`src/rtl/truth_table_sweep_ctrl_if.sv`:
```
// truth_table_sweep_ctrl_if: bundles the sweep handshake, the shared input vector,
// the two function outputs and the sweep results.
// slave  = sweep controller (takes start/y_ref_i/y_dut_i, drives vector and results)
// master = harness side (drives start and the function outputs, observes the rest)
interface truth_table_sweep_ctrl_if #(
    parameter int N_IN = 8
);
    logic            start;
    logic [N_IN-1:0] vec_o;
    logic            y_ref_i;
    logic            y_dut_i;
    logic            busy;
    logic            done;
    logic            pass;
    logic [N_IN:0]   fail_cnt;
    logic [N_IN-1:0] first_fail_vec;
    logic            fail_valid;
    logic [N_IN:0]   onset_cnt;
    modport slave (
        input  start, y_ref_i, y_dut_i,
        output vec_o, busy, done, pass, fail_cnt, first_fail_vec, fail_valid, onset_cnt
    );
    modport master (
        output start, y_ref_i, y_dut_i,
        input  vec_o, busy, done, pass, fail_cnt, first_fail_vec, fail_valid, onset_cnt
    );
endinterface

```
`src/rtl/truth_table_sweep_ctrl.sv`:
```
// truth_table_sweep_ctrl: sweeps all 2^N_IN input vectors into a golden and a reduced
// function, counting mismatches, the lowest failing vector and the reduced onset size.
// Ports: clk (rising edge), rst (sync, active-high), sw (slave modport of
// truth_table_sweep_ctrl_if: start in, vec_o out, y_ref_i/y_dut_i in, busy/done/pass
// and fail_cnt/first_fail_vec/fail_valid/onset_cnt out).
module truth_table_sweep_ctrl #(
    parameter int N_IN         = 8,
    parameter int SETTLE       = 0,
    parameter bit STOP_ON_FAIL = 1'b0
) (
    input logic                     clk,
    input logic                     rst,
    truth_table_sweep_ctrl_if.slave sw
);
    typedef enum logic [1:0] {IDLE, HOLD, SAMPLE, FINISH} state_t;
    localparam logic [3:0]      HOLD_LAST = 4'(SETTLE == 0 ? 0 : SETTLE - 1);
    localparam state_t          STEP      = (SETTLE == 0) ? SAMPLE : HOLD;
    localparam logic [N_IN-1:0] VEC_ONE   = 1;
    state_t          r_state, w_state;
    logic [N_IN-1:0] r_vec, w_vec, r_first, w_first;
    logic [N_IN:0]   r_fail, w_fail, r_onset, w_onset;
    logic [3:0]      r_hold, w_hold;
    logic            r_busy, w_busy, r_done, w_done, r_pass, w_pass, r_fv, w_fv;
    logic            w_mis, w_last;
    assign w_mis  = sw.y_ref_i ^ sw.y_dut_i;
    assign w_last = &r_vec;
    always_comb begin
        w_state = r_state;
        w_vec   = r_vec;
        w_first = r_first;
        w_fail  = r_fail;
        w_onset = r_onset;
        w_hold  = r_hold;
        w_busy  = r_busy;
        w_pass  = r_pass;
        w_fv    = r_fv;
        w_done  = 1'b0;
        case (r_state)
            IDLE: if (sw.start) begin
                w_state = STEP;
                w_vec   = '0;
                w_hold  = '0;
                w_fail  = '0;
                w_onset = '0;
                w_first = '0;
                w_fv    = 1'b0;
                w_pass  = 1'b0;
                w_busy  = 1'b1;
            end
            HOLD: begin
                w_hold  = r_hold + 4'd1;
                w_state = (r_hold == HOLD_LAST) ? SAMPLE : HOLD;
            end
            SAMPLE: begin
                w_fail  = r_fail + (N_IN+1)'(w_mis);
                w_onset = r_onset + (N_IN+1)'(sw.y_dut_i);
                w_first = (w_mis && !r_fv) ? r_vec : r_first;
                w_fv    = r_fv | w_mis;
                // the last vector ends the sweep so vec_o never wraps
                if (w_last || (STOP_ON_FAIL && w_mis)) begin
                    w_state = FINISH;
                    w_done  = 1'b1;
                    w_busy  = 1'b0;
                    w_pass  = (w_fail == '0);
                end else begin
                    w_vec   = r_vec + VEC_ONE;
                    w_hold  = '0;
                    w_state = STEP;
                end
            end
            FINISH: w_state = IDLE;
            default: w_state = IDLE;
        endcase
    end
    always_ff @(posedge clk) begin
        if (rst) begin
            r_state <= IDLE;
            r_vec   <= '0;
            r_first <= '0;
            r_fail  <= '0;
            r_onset <= '0;
            r_hold  <= '0;
            r_busy  <= 1'b0;
            r_done  <= 1'b0;
            r_pass  <= 1'b0;
            r_fv    <= 1'b0;
        end else begin
            r_state <= w_state;
            r_vec   <= w_vec;
            r_first <= w_first;
            r_fail  <= w_fail;
            r_onset <= w_onset;
            r_hold  <= w_hold;
            r_busy  <= w_busy;
            r_done  <= w_done;
            r_pass  <= w_pass;
            r_fv    <= w_fv;
        end
    end
    assign sw.vec_o          = r_vec;
    assign sw.busy           = r_busy;
    assign sw.done           = r_done;
    assign sw.pass           = r_pass;
    assign sw.fail_cnt       = r_fail;
    assign sw.first_fail_vec = r_first;
    assign sw.fail_valid     = r_fv;
    assign sw.onset_cnt      = r_onset;
endmodule

```
`src/flat_wrapper.sv`:
```
// flat-port wrapper written by rule: the top's interface ports become plain ports
module truth_table_sweep_ctrl_flat 
#(
    parameter int N_IN         = 8,
    parameter int SETTLE       = 0,
    parameter bit STOP_ON_FAIL = 1'b0
)
  (clk, rst, sw_start, sw_y_ref_i, sw_y_dut_i, sw_vec_o, sw_busy, sw_done, sw_pass, sw_fail_cnt, sw_first_fail_vec, sw_fail_valid, sw_onset_cnt);
  truth_table_sweep_ctrl_if #(.N_IN(N_IN)) sw_i ();
  input logic clk;
  input logic rst;
  input wire logic [$bits(sw_i.start)-1:0] sw_start;
  input wire logic [$bits(sw_i.y_ref_i)-1:0] sw_y_ref_i;
  input wire logic [$bits(sw_i.y_dut_i)-1:0] sw_y_dut_i;
  output wire logic [$bits(sw_i.vec_o)-1:0] sw_vec_o;
  output wire logic [$bits(sw_i.busy)-1:0] sw_busy;
  output wire logic [$bits(sw_i.done)-1:0] sw_done;
  output wire logic [$bits(sw_i.pass)-1:0] sw_pass;
  output wire logic [$bits(sw_i.fail_cnt)-1:0] sw_fail_cnt;
  output wire logic [$bits(sw_i.first_fail_vec)-1:0] sw_first_fail_vec;
  output wire logic [$bits(sw_i.fail_valid)-1:0] sw_fail_valid;
  output wire logic [$bits(sw_i.onset_cnt)-1:0] sw_onset_cnt;
  assign sw_i.start = sw_start;
  assign sw_i.y_ref_i = sw_y_ref_i;
  assign sw_i.y_dut_i = sw_y_dut_i;
  assign sw_vec_o = sw_i.vec_o;
  assign sw_busy = sw_i.busy;
  assign sw_done = sw_i.done;
  assign sw_pass = sw_i.pass;
  assign sw_fail_cnt = sw_i.fail_cnt;
  assign sw_first_fail_vec = sw_i.first_fail_vec;
  assign sw_fail_valid = sw_i.fail_valid;
  assign sw_onset_cnt = sw_i.onset_cnt;
  truth_table_sweep_ctrl #(.N_IN(N_IN), .SETTLE(SETTLE), .STOP_ON_FAIL(STOP_ON_FAIL)) u_core (.clk(clk), .rst(rst), .sw(sw_i));
endmodule
```
`config.mk`:
```
export PLATFORM = sky130hd
export DESIGN_NAME = truth_table_sweep_ctrl_flat
export DESIGN_NICKNAME = d
export VERILOG_FILES = /design/src/rtl/truth_table_sweep_ctrl_if.sv /design/src/rtl/truth_table_sweep_ctrl.sv /design/src/flat_wrapper.sv
export SDC_FILE = /design/constraint.sdc
export NUM_CORES = 1
export LEC_CHECK = 0
export ABC_AREA = 1
export CAP_MARGIN = 20
export CORE_MARGIN = 3
export CORE_UTILIZATION = 46
export CTS_CLUSTER_DIAMETER = 30
export DETAILED_ROUTE_END_ITERATION = 6
export PLACE_DENSITY_LB_ADDON = 0.1
export SYNTH_ARGS = -nofsm -noshare
export SYNTH_HDL_FRONTEND = slang
export SYNTH_SLANG_ARGS = --single-unit
```
`constraint.sdc`:
```
create_clock -name clk -period 1.61 [get_ports clk]
set_input_delay 0.2415 -clock clk [delete_from_list [all_inputs] [get_ports clk]]
set_output_delay 0.2415 -clock clk [all_outputs]
set_load 0.02 [all_outputs]
```
; After elaboration in Yosys (flattened, before gate mapping)
; Cells that the tools add are included.
; W data, S select, Z words.
[word_totals]
output_inout_bits = 38
word_cells = 61
mem_count = 0
romBits = 0
register_bits = 44
ram_bits = 0
inputBits = 5
latchBits = 0
[classes]
n_eq_ne = 7
div_mod_pow = 0
addsub = 4
shift = 0
bitwise = 3
order_cmp = 0
n_mux = 23
reduce_logical = 14
mul = 0
[ops]
columns = op, count
row1 = $pmux W9 S2, 2
row2 = $pmux W8 S2, 2
row3 = $mux W8, 3
row4 = $add A9 B1 Y9, 2
row5 = $pmux W4 S3, 1
row6 = $reduce_and A3 Y1, 4
row7 = $logic_not A9 Y1, 1
row8 = $mux W9, 1
row9 = $add A8 B1 Y8 const B, 1
row10 = $mux W4, 2
row11 = $pmux W2 S4, 1
row12 = $reduce_and A8 Y1, 1
row13 = $mux W1, 6
row14 = $pmux W1 S2, 3
row15 = $add A4 B1 Y4 const B, 1
row16 = $eq A2 B2 Y1 const B, 2
row17 = $logic_not A4 Y1, 1
row18 = $mux W2, 2
row19 = $ne A2 B1 Y1 const B, 2
row20 = $ne A2 B2 Y1 const B, 2
row21 = $reduce_bool A3 Y1, 1
row22 = $eq A2 B1 Y1 const B, 1
row23 = $logic_not A2 Y1, 1
row24 = $reduce_and A2 Y1, 1
row25 = 7 further kinds, 7

; Logic depth before layout (Yosys ltp)
; Gate-level depths: netlist of run 1.
[depth]
word_depth = 5
ltp_mapped = 12
ltp_nobuf = 12

; Least setup slack after synthesis of run 1
; No wires, ideal clock.
[synth_path]
kind = register -> register
from = register u_core.r_fail[0], in the netlist u_core.sw.fail_cnt[0]
to = register u_core.r_pass, in the netlist u_core.sw.pass
stages_incl_launch_ff = 11
synth_period_minus_slack_ns = 1.645
setup_slack_ns = -0.035
setup_ns = 0.070
path_buffers = 0
required_ns = 1.540
arrival_ns = 1.575
path_cell_list = dfxtp_1 > ha_1 > ha_1 > nand3_1 > nor2_2 > nand3_1 > nand2_1 > nand2_1 > nor2_1 > nand2_1 > a21oi_1
[synth_via]
elab_chain_cells = 4
[synth_rtl]
columns = element, line
row1 = from (decl), truth_table_sweep_ctrl.sv:21  ; logic [N_IN:0] r_fail, w_fail, r_onset, w_onset;
row2 = from (signal assigned), truth_table_sweep_ctrl.sv:91  ; r_fail <= w_fail;
row3 = $add A9 B1 Y9, truth_table_sweep_ctrl.sv:55  ; w_fail = r_fail + (N_IN+1)'(w_mis);
row4 = $logic_not A9 Y1, truth_table_sweep_ctrl.sv:64  ; w_pass = (w_fail == '0);
row5 = $mux W1, truth_table_sweep_ctrl.sv:60  ; if (w_last || (STOP_ON_FAIL && w_mis)) begin
row6 = $pmux W1 S2, truth_table_sweep_ctrl.sv:38  ; case (r_state)
row7 = to (signal assigned), truth_table_sweep_ctrl.sv:96  ; r_pass <= w_pass;
row8 = to (decl), truth_table_sweep_ctrl.sv:23  ; logic r_busy, w_busy, r_done, w_done, r_pass, w_pass, r_fv, w_fv;
; Every way passes these cells. The select of a mux whose other input is x is not followed.
; A chain may end at the register's enable or synchronous reset.

; Final worst setup path of run 1
[layout_path]
from = register u_core.r_onset[0], in the netlist u_core.sw.onset_cnt[0]
to = output port sw_onset_cnt[0]
[layout_rtl]
columns = element, line
row1 = from (decl), truth_table_sweep_ctrl.sv:21
row2 = from (signal assigned), truth_table_sweep_ctrl.sv:92  ; r_onset <= w_onset;
row3 = to (decl), flat_wrapper.sv:22  ; output wire logic [$bits(sw_i.onset_cnt)-1:0] sw_onset_cnt;
; No word-level cell between the ends.

==> flow_metrics.tcl, run 1 <==
set metrics [dict create \
    status "finished, final reports clean" \
    fp.dieW_um 74.6 \
    tritoncts "built" \
    via_per_inst 5.09 \
    cp_slowest_cell "clkdlybuf4s50_1" \
    fin_crit_ns 1.57 \
    crit_buf_inv 2 \
    slew_viol_final 0 \
    final_nets 371 \
    synth_common_cells "61 x nand2_1, 44 x dfxtp_1, 35 x a21oi_1" \
    clockRootBuffer "clkbuf_8" \
    core_area_sq_um 4440 \
    rsz0062_at_grt "yes" \
    drt-total-wl_um 4850 \
    syn_nets 308 \
    path_cells "buf_4 > clkdlybuf4s50_1" \
    grt_pass1_wl_um 8180 \
    yosysTopAreaCellShare 0.407 \
    synth_edf_count 0 \
    overflow 0 \
    cts.clk_slew.worst_paths_ns 0.08 \
    grt_util_all_layers 0.187 \
    netlist_top_cells_area "dfxtp_1 41%, nand2_1 11%, a21oi_1 8.1%" \
    drive_gt1_frac 0.175 \
    numClockSinks 44 \
    max_stage_delay_ns 0.59 \
    grt_max_degree 20 \
    max-clock-path-buffers 2 \
    synthCells 296 \
    cp.arrival_ns 1.32 \
    cts_max_level 2 \
    cp.required_ns 1.37 \
    setup_viol 0 \
    synth-async-reset-ratio 0 \
    path_max_fanout 2 \
    fin_area_sq_um 3010 \
    port-buffer-count 42 \
    holdWs_ns 0.484 \
    start_util 0.486 \
    synth_area_sq_um 2160 \
    synth_area_per_cell_sq_um 7.30 \
    final_core_util 0.677 \
    antenna_cells 0 \
    firstDrtPassIters 4 \
    layout.filler_cells 385 \
    max_cap_viol_count 0 \
    post-route-period-util 0.973 \
    vias 2096 \
    placed_cells_incl_taps 401 \
    drt_iter0_drc 124 \
    fin_worst_skew_ns 0.00565 \
    ios 43 \
    dieArea_sq_um 5560 \
    dpl_cell_area_sq_um 2780 \
    ir_worst_vdd_mv 0.503 \
    synth_top_cell_by_area "dfxtp_1" \
    drc_errors 0 \
    die_y_um 74.6 \
    yosysUniqueCellTypes 32 \
    place.gp.congestion 0.816 \
    cp_num_cells 2 \
    ys.warnings.count 0 \
    synth-main-ff-cell "dfxtp_1" \
    hp-class "reg2reg" \
    r2r_cells 9 \
    start_kind "flop" \
    final_hold_viol_count 0 \
    crit_family "buffers and inverters" \
    dpl.hpwl_um 3530 \
    place_ws_ns -0.643 \
    clkLatencyLatePin_ns 0.29 \
    seq_area_frac_synth 0.407 \
    synthToLayoutAreaGrowth_pct 39.2 \
    fmax_mhz 639 \
    worst_slew_pin_slew_ns 0.325 \
    antenna_found_initial 0 \
    cts.hold.buffers_added 0 \
    fin_ws_ns 0.0442 \
    fin_cells 412 \
    rows 24 \
    ys_ff_latch 44 \
    numCtsBuffers 5 \
    holdPathStages 2 \
    grt_pass1_vias 1930 \
    yosysMostFrequentCell "nand2_1" \
    powerDensity_nw_per_um2 772 \
    p_leak_nw 1.32 \
    endpoint_kind "output port" \
    slew_headroom 0.783 \
    worst-setup-path-type "reg2out" \
    wl_per_cell_um 11.8 \
    drtAntennaViolNets 0 \
]
==> registers in the layout, summed over array words and instances (netlist names), 2 cells and up <==
| register | flops |
|---|---|
| u_core.sw.vec_o | 8 |
| u_core.r_state | 2 |
| u_core.sw.onset_cnt | 9 |
| u_core.sw.first_fail_vec | 8 |
| u_core.sw.fail_cnt | 9 |
| u_core.r_hold | 4 |
==> metrics by stage <==
stage	power, mW	setup TNS [ns]
2_1_floorplan	1.36	0
3_3_place_gp	1.51	-5.94
3_5_place_dp	1.52	-6.42
4_1_cts	2.34	0
5_1_grt	2.42	-0.0605
6_report	2.32	0
==> path summary, 6_finish.rpt <==
| path | start | to | slack [ns] |
|---|---|---|---|
| worst max-delay path | u_core.sw.onset_cnt[0] | sw_onset_cnt[0] | 0.04 |
| worst min-delay path | u_core.sw.onset_cnt[8] | u_core.sw.onset_cnt[8] | 0.48 |
| worst max register to register | u_core.sw.vec_o[0] | u_core.sw.pass | 0.14 |
| worst min register to register | u_core.sw.onset_cnt[8] | u_core.sw.onset_cnt[8] | 0.48 |
==> where the power goes <==
part	leakage (nW)	total, mW	switching (mW)	internal [mW]
clock network	0.0552	0.828	0.367	0.461
logic	0.903	0.357	0.196	0.162
registers	0.358	1.14	0.0198	1.12
total	1.32	2.32	0.583	1.74
==> metal layers <==
metal / global-route usage / part of all wire / up-vias
li1: - / - / 1092
met1: 0.229 / 0.46 / 940
met2: 0.316 / 0.48 / 53
met3: 0.0486 / 0.039 / 11
met4: 0.0692 / 0.020 / 0
met5: 0 / 0 / -
==> timing repair <==
action / CTS / global route
buffers inserted: 2 / 1
pin swaps: 9 / 8
resized for setup: 21 / 20
endpoints found under the setup margin: 15 / 18
==> cells by family (layout without fill, tap and decap cells) <==
| kind of cell | after synthesis | in the layout | synth area share |
|---|---|---|---|
| AO/OA/AOI/OAI | 62 | 62 | 0.158 |
| XOR/XNOR | 3 | 3 | 0.0122 |
| adder cells (fa/ha/maj) | 7 | 7 | 0.0405 |
| buffers and inverters | 42 | 106 | 0.0839 |
| flip-flops | 44 | 44 | 0.407 |
| AND/OR/NAND/NOR | 138 | 138 | 0.298 |
==> cell type report <==
class / count / area [sq um] / share of cell area
sequential: 44 / 885 / 0.294
timing repair buffer: 64 / 641 / 0.213
inverter: 34 / 135 / 0.0449
multi-input combinational: 210 / 1180 / 0.391
tap: 52 / 65.1 / 0.0216
clock inverter: 2 / 35.0 / 0.0116
clock buffer: 6 / 72.6 / 0.0241
==> cell usage in the layout (no fill, tap or decap), drive strengths merged <==
master,count
nand2,66
dfxtp,44
nor2,39
a21oi,35
inv,34
nand3,23
clkdlybuf4s50,22
buf,22
o21ai,20
dlymetal6s2s,10
dlygate4sd2,9
ha,7
clkbuf,6
nor3,4
a211oi,3
nand4,3
xor2,3
a221oi,2
nor3b,2
a22oi,1
o21bai,1
nand3b,1
bufinv,1
clkinv,1
clkdlybuf4s15,1
==> worst reg2reg max path, stage by stage (launching register included) <==
cell	delay (ns)
dfxtp_1	0.35
ha_1	0.18
nand2_1	0.13
nor2_4	0.13
nand3_2	0.15
nand2_1	0.11
nand3_1	0.09
nor2_1	0.11
nand2_1	0.06
a21oi_1	0.12
Power figures use the tool's default switching activity.
==> inputs of run 2 (changes only) <==
--- a/config.mk
+++ b/config.mk
@@ -6,6 +6,7 @@
 export NUM_CORES = 1
 export LEC_CHECK = 0
 export ABC_AREA = 1
+export ABC_CLOCK_PERIOD_IN_PS = 1610
 export CAP_MARGIN = 20
 export CORE_MARGIN = 3
 export CORE_UTILIZATION = 46
==> constraint.sdc (replaced) <==
create_clock -name clk -period 1.61 [get_ports clk]
set_input_delay 0.4025 -clock clk [delete_from_list [all_inputs] [get_ports clk]]
set_output_delay 0.4025 -clock clk [all_outputs]
set_load 0.02 [all_outputs]
==> run 2 against run 1 <==
Against the previous run:
- worst setup slack improved by 0.021 ns
- count of clock-buffer cells in the layout increased by 2
- die area is the same
==> flow_metrics.tcl, run 2 (synthesis gave the netlist of run 1 again) <==
set metrics [dict create \
    dpl_cell_area_sq_um 2930 \
    p_leak_nw 1.34 \
    dieArea_sq_um 5560 \
    start_kind "flop" \
    max_cap_viol_count 0 \
    grt_pass1_vias 2040 \
    antenna_found_initial 0 \
    fin_crit_ns 1.54 \
    fin_setup_tns_ns 0 \
    endpoint_kind "flop" \
    drt-total-wl_um 5130 \
    status "finished, final reports clean" \
    ios 43 \
    via_per_inst 5.04 \
    power_mw 2.23 \
    start_util 0.486 \
    intPower_mw 1.64 \
    slew_viol_final 0 \
    hp-class "reg2reg" \
    path_max_fanout 6 \
    p_sw_frac 0.263 \
    drc_errors 0 \
    p_clk_frac 0.320 \
    vias 2163 \
    port-buffer-count 42 \
    rows 24 \
    cts_max_level 2 \
    die_y_um 74.6 \
    fmax_mhz 647 \
    ir_worst_vdd_mv 0.471 \
    fin_cells 429 \
    firstDrtPassIters 4 \
    holdWs_ns 0.475 \
    numCtsBuffers 5 \
    fin_worst_skew_ns 0.00510 \
    critPathMostFrequentCell "nand2_2" \
    grt_pass1_wl_um 8750 \
    placed_cells_incl_taps 416 \
    switchingPower_mw 0.587 \
    final_core_util 0.695 \
    final_nets 388 \
    powerDensity_nw_per_um2 721 \
    max-clock-path-buffers 2 \
    grt_max_degree 16 \
    cp.required_ns 1.84 \
    overflow 0 \
    synthToLayoutAreaGrowth_pct 42.9 \
    max_stage_delay_ns 0.43 \
    antenna_cells 0 \
    rsz0062_at_grt "yes" \
    seq_power_share 0.512 \
    dpl.hpwl_um 3790 \
    post-route-period-util 0.959 \
    wl_per_cell_um 12.0 \
    cp_slowest_cell "dfxtp_1" \
    layout.filler_cells 368 \
    final_hold_viol_count 0 \
    crit_family "simple AND/OR/NAND/NOR gates" \
    fin_area_sq_um 3090 \
    crit_buf_inv 1 \
    final_common_cell "nand2_1" \
    multi_input_area_sq_um 1200 \
    path_cells "buf_4 > ha_4 > nand3_4 > nor2_4 > nand3_2 > nand2_2 > nand2_2 > nor2_2 > nand2_1 > a21oi_1" \
    cts.clk_slew.worst_paths_ns 0.08 \
    slew_headroom 0.816 \
    clockRootBuffer "clkbuf_8" \
    worst_slew_pin_slew_ns 0.276 \
    grt_util_all_layers 0.199 \
    fp.dieW_um 74.6 \
    drtAntennaViolNets 0 \
    worst-setup-path-type "reg2reg" \
    numClockSinks 44 \
    tritoncts "built" \
    setup_viol 0 \
    drive_gt1_frac 0.228 \
    place.gp.congestion 0.845 \
    mostFrequentLayoutCells "56 x nand2_1, 40 x dfxtp_1, 38 x dlygate4sd2_1, 36 x buf_4, 35 x a21oi_1" \
    cp.arrival_ns 1.77 \
    core_area_sq_um 4440 \
    place_ws_ns -0.746 \
    fin_ws_ns 0.0655 \
    combPwrFrac 0.167 \
    drt_iter0_drc 163 \
    clkLatencyLatePin_ns 0.29 \
    regArea_sq_um 886 \
]
-- run 2: cell types whose count changed in the layout (fill, tap and decap cells not counted), sizes merged --
cell | previous run | this run
buf | 22 | 41
bufinv | 1 | 0
clkbuf | 6 | 8
clkdlybuf4s15 | 1 | 0
clkdlybuf4s50 | 22 | 2
clkinv | 1 | 0
dlygate4sd2 | 9 | 38
dlymetal6s2s | 10 | 0
-- run 2: timing repair --
action | 4_1_cts | 5_1_grt
hold buffers | 0 | 0
pin swaps | 4 | 14
buffers inserted | 2 | 3
resized for setup | 44 | 27
setup endpoints to repair | 61 | 18
-- run 2: per-layer routing --
layer  up-vias  share of wire  wire length (um)  global-route usage
li1       1129              -                 -                   -
met1       977           0.46              2370               0.246
met2        48           0.49              2500               0.337
met3         9          0.039               198              0.0486
met4         0          0.013                65              0.0672
met5         -              0                 0                   0
-- run 2: layout make-up --
class,instances,area share
clock buffers,8,0.0292
inverters,34,0.0437
multi-input cells,210,0.390
flip-flops and latches,44,0.287
well taps,52,0.0211
repair buffers,81,0.230
-- run 2: power by group through the flow --
| stage | combinational, mW | clock, mW | sequential (mW) |
|---|---|---|---|
| after floorplan | 0.160 | 0 | 1.20 |
| after global placement | 0.362 | 0 | 1.17 |
| after detailed placement | 0.366 | 0 | 1.17 |
| after CTS | 0.355 | 0.738 | 1.14 |
| after global routing | 0.408 | 0.783 | 1.15 |
| final | 0.373 | 0.714 | 1.14 |
-- run 2: final timing paths --
path	start	endpoint	slack (ns)	depth (start not counted)
setup / recovery	u_core.sw.fail_cnt[1]	u_core.sw.pass	0.07	10
hold / removal	u_core.sw.vec_o[0]	u_core.sw.vec_o[0]	0.47	1
setup reg to reg	u_core.sw.fail_cnt[1]	u_core.sw.pass	0.07	10
hold reg to reg	u_core.sw.vec_o[0]	u_core.sw.vec_o[0]	0.47	1
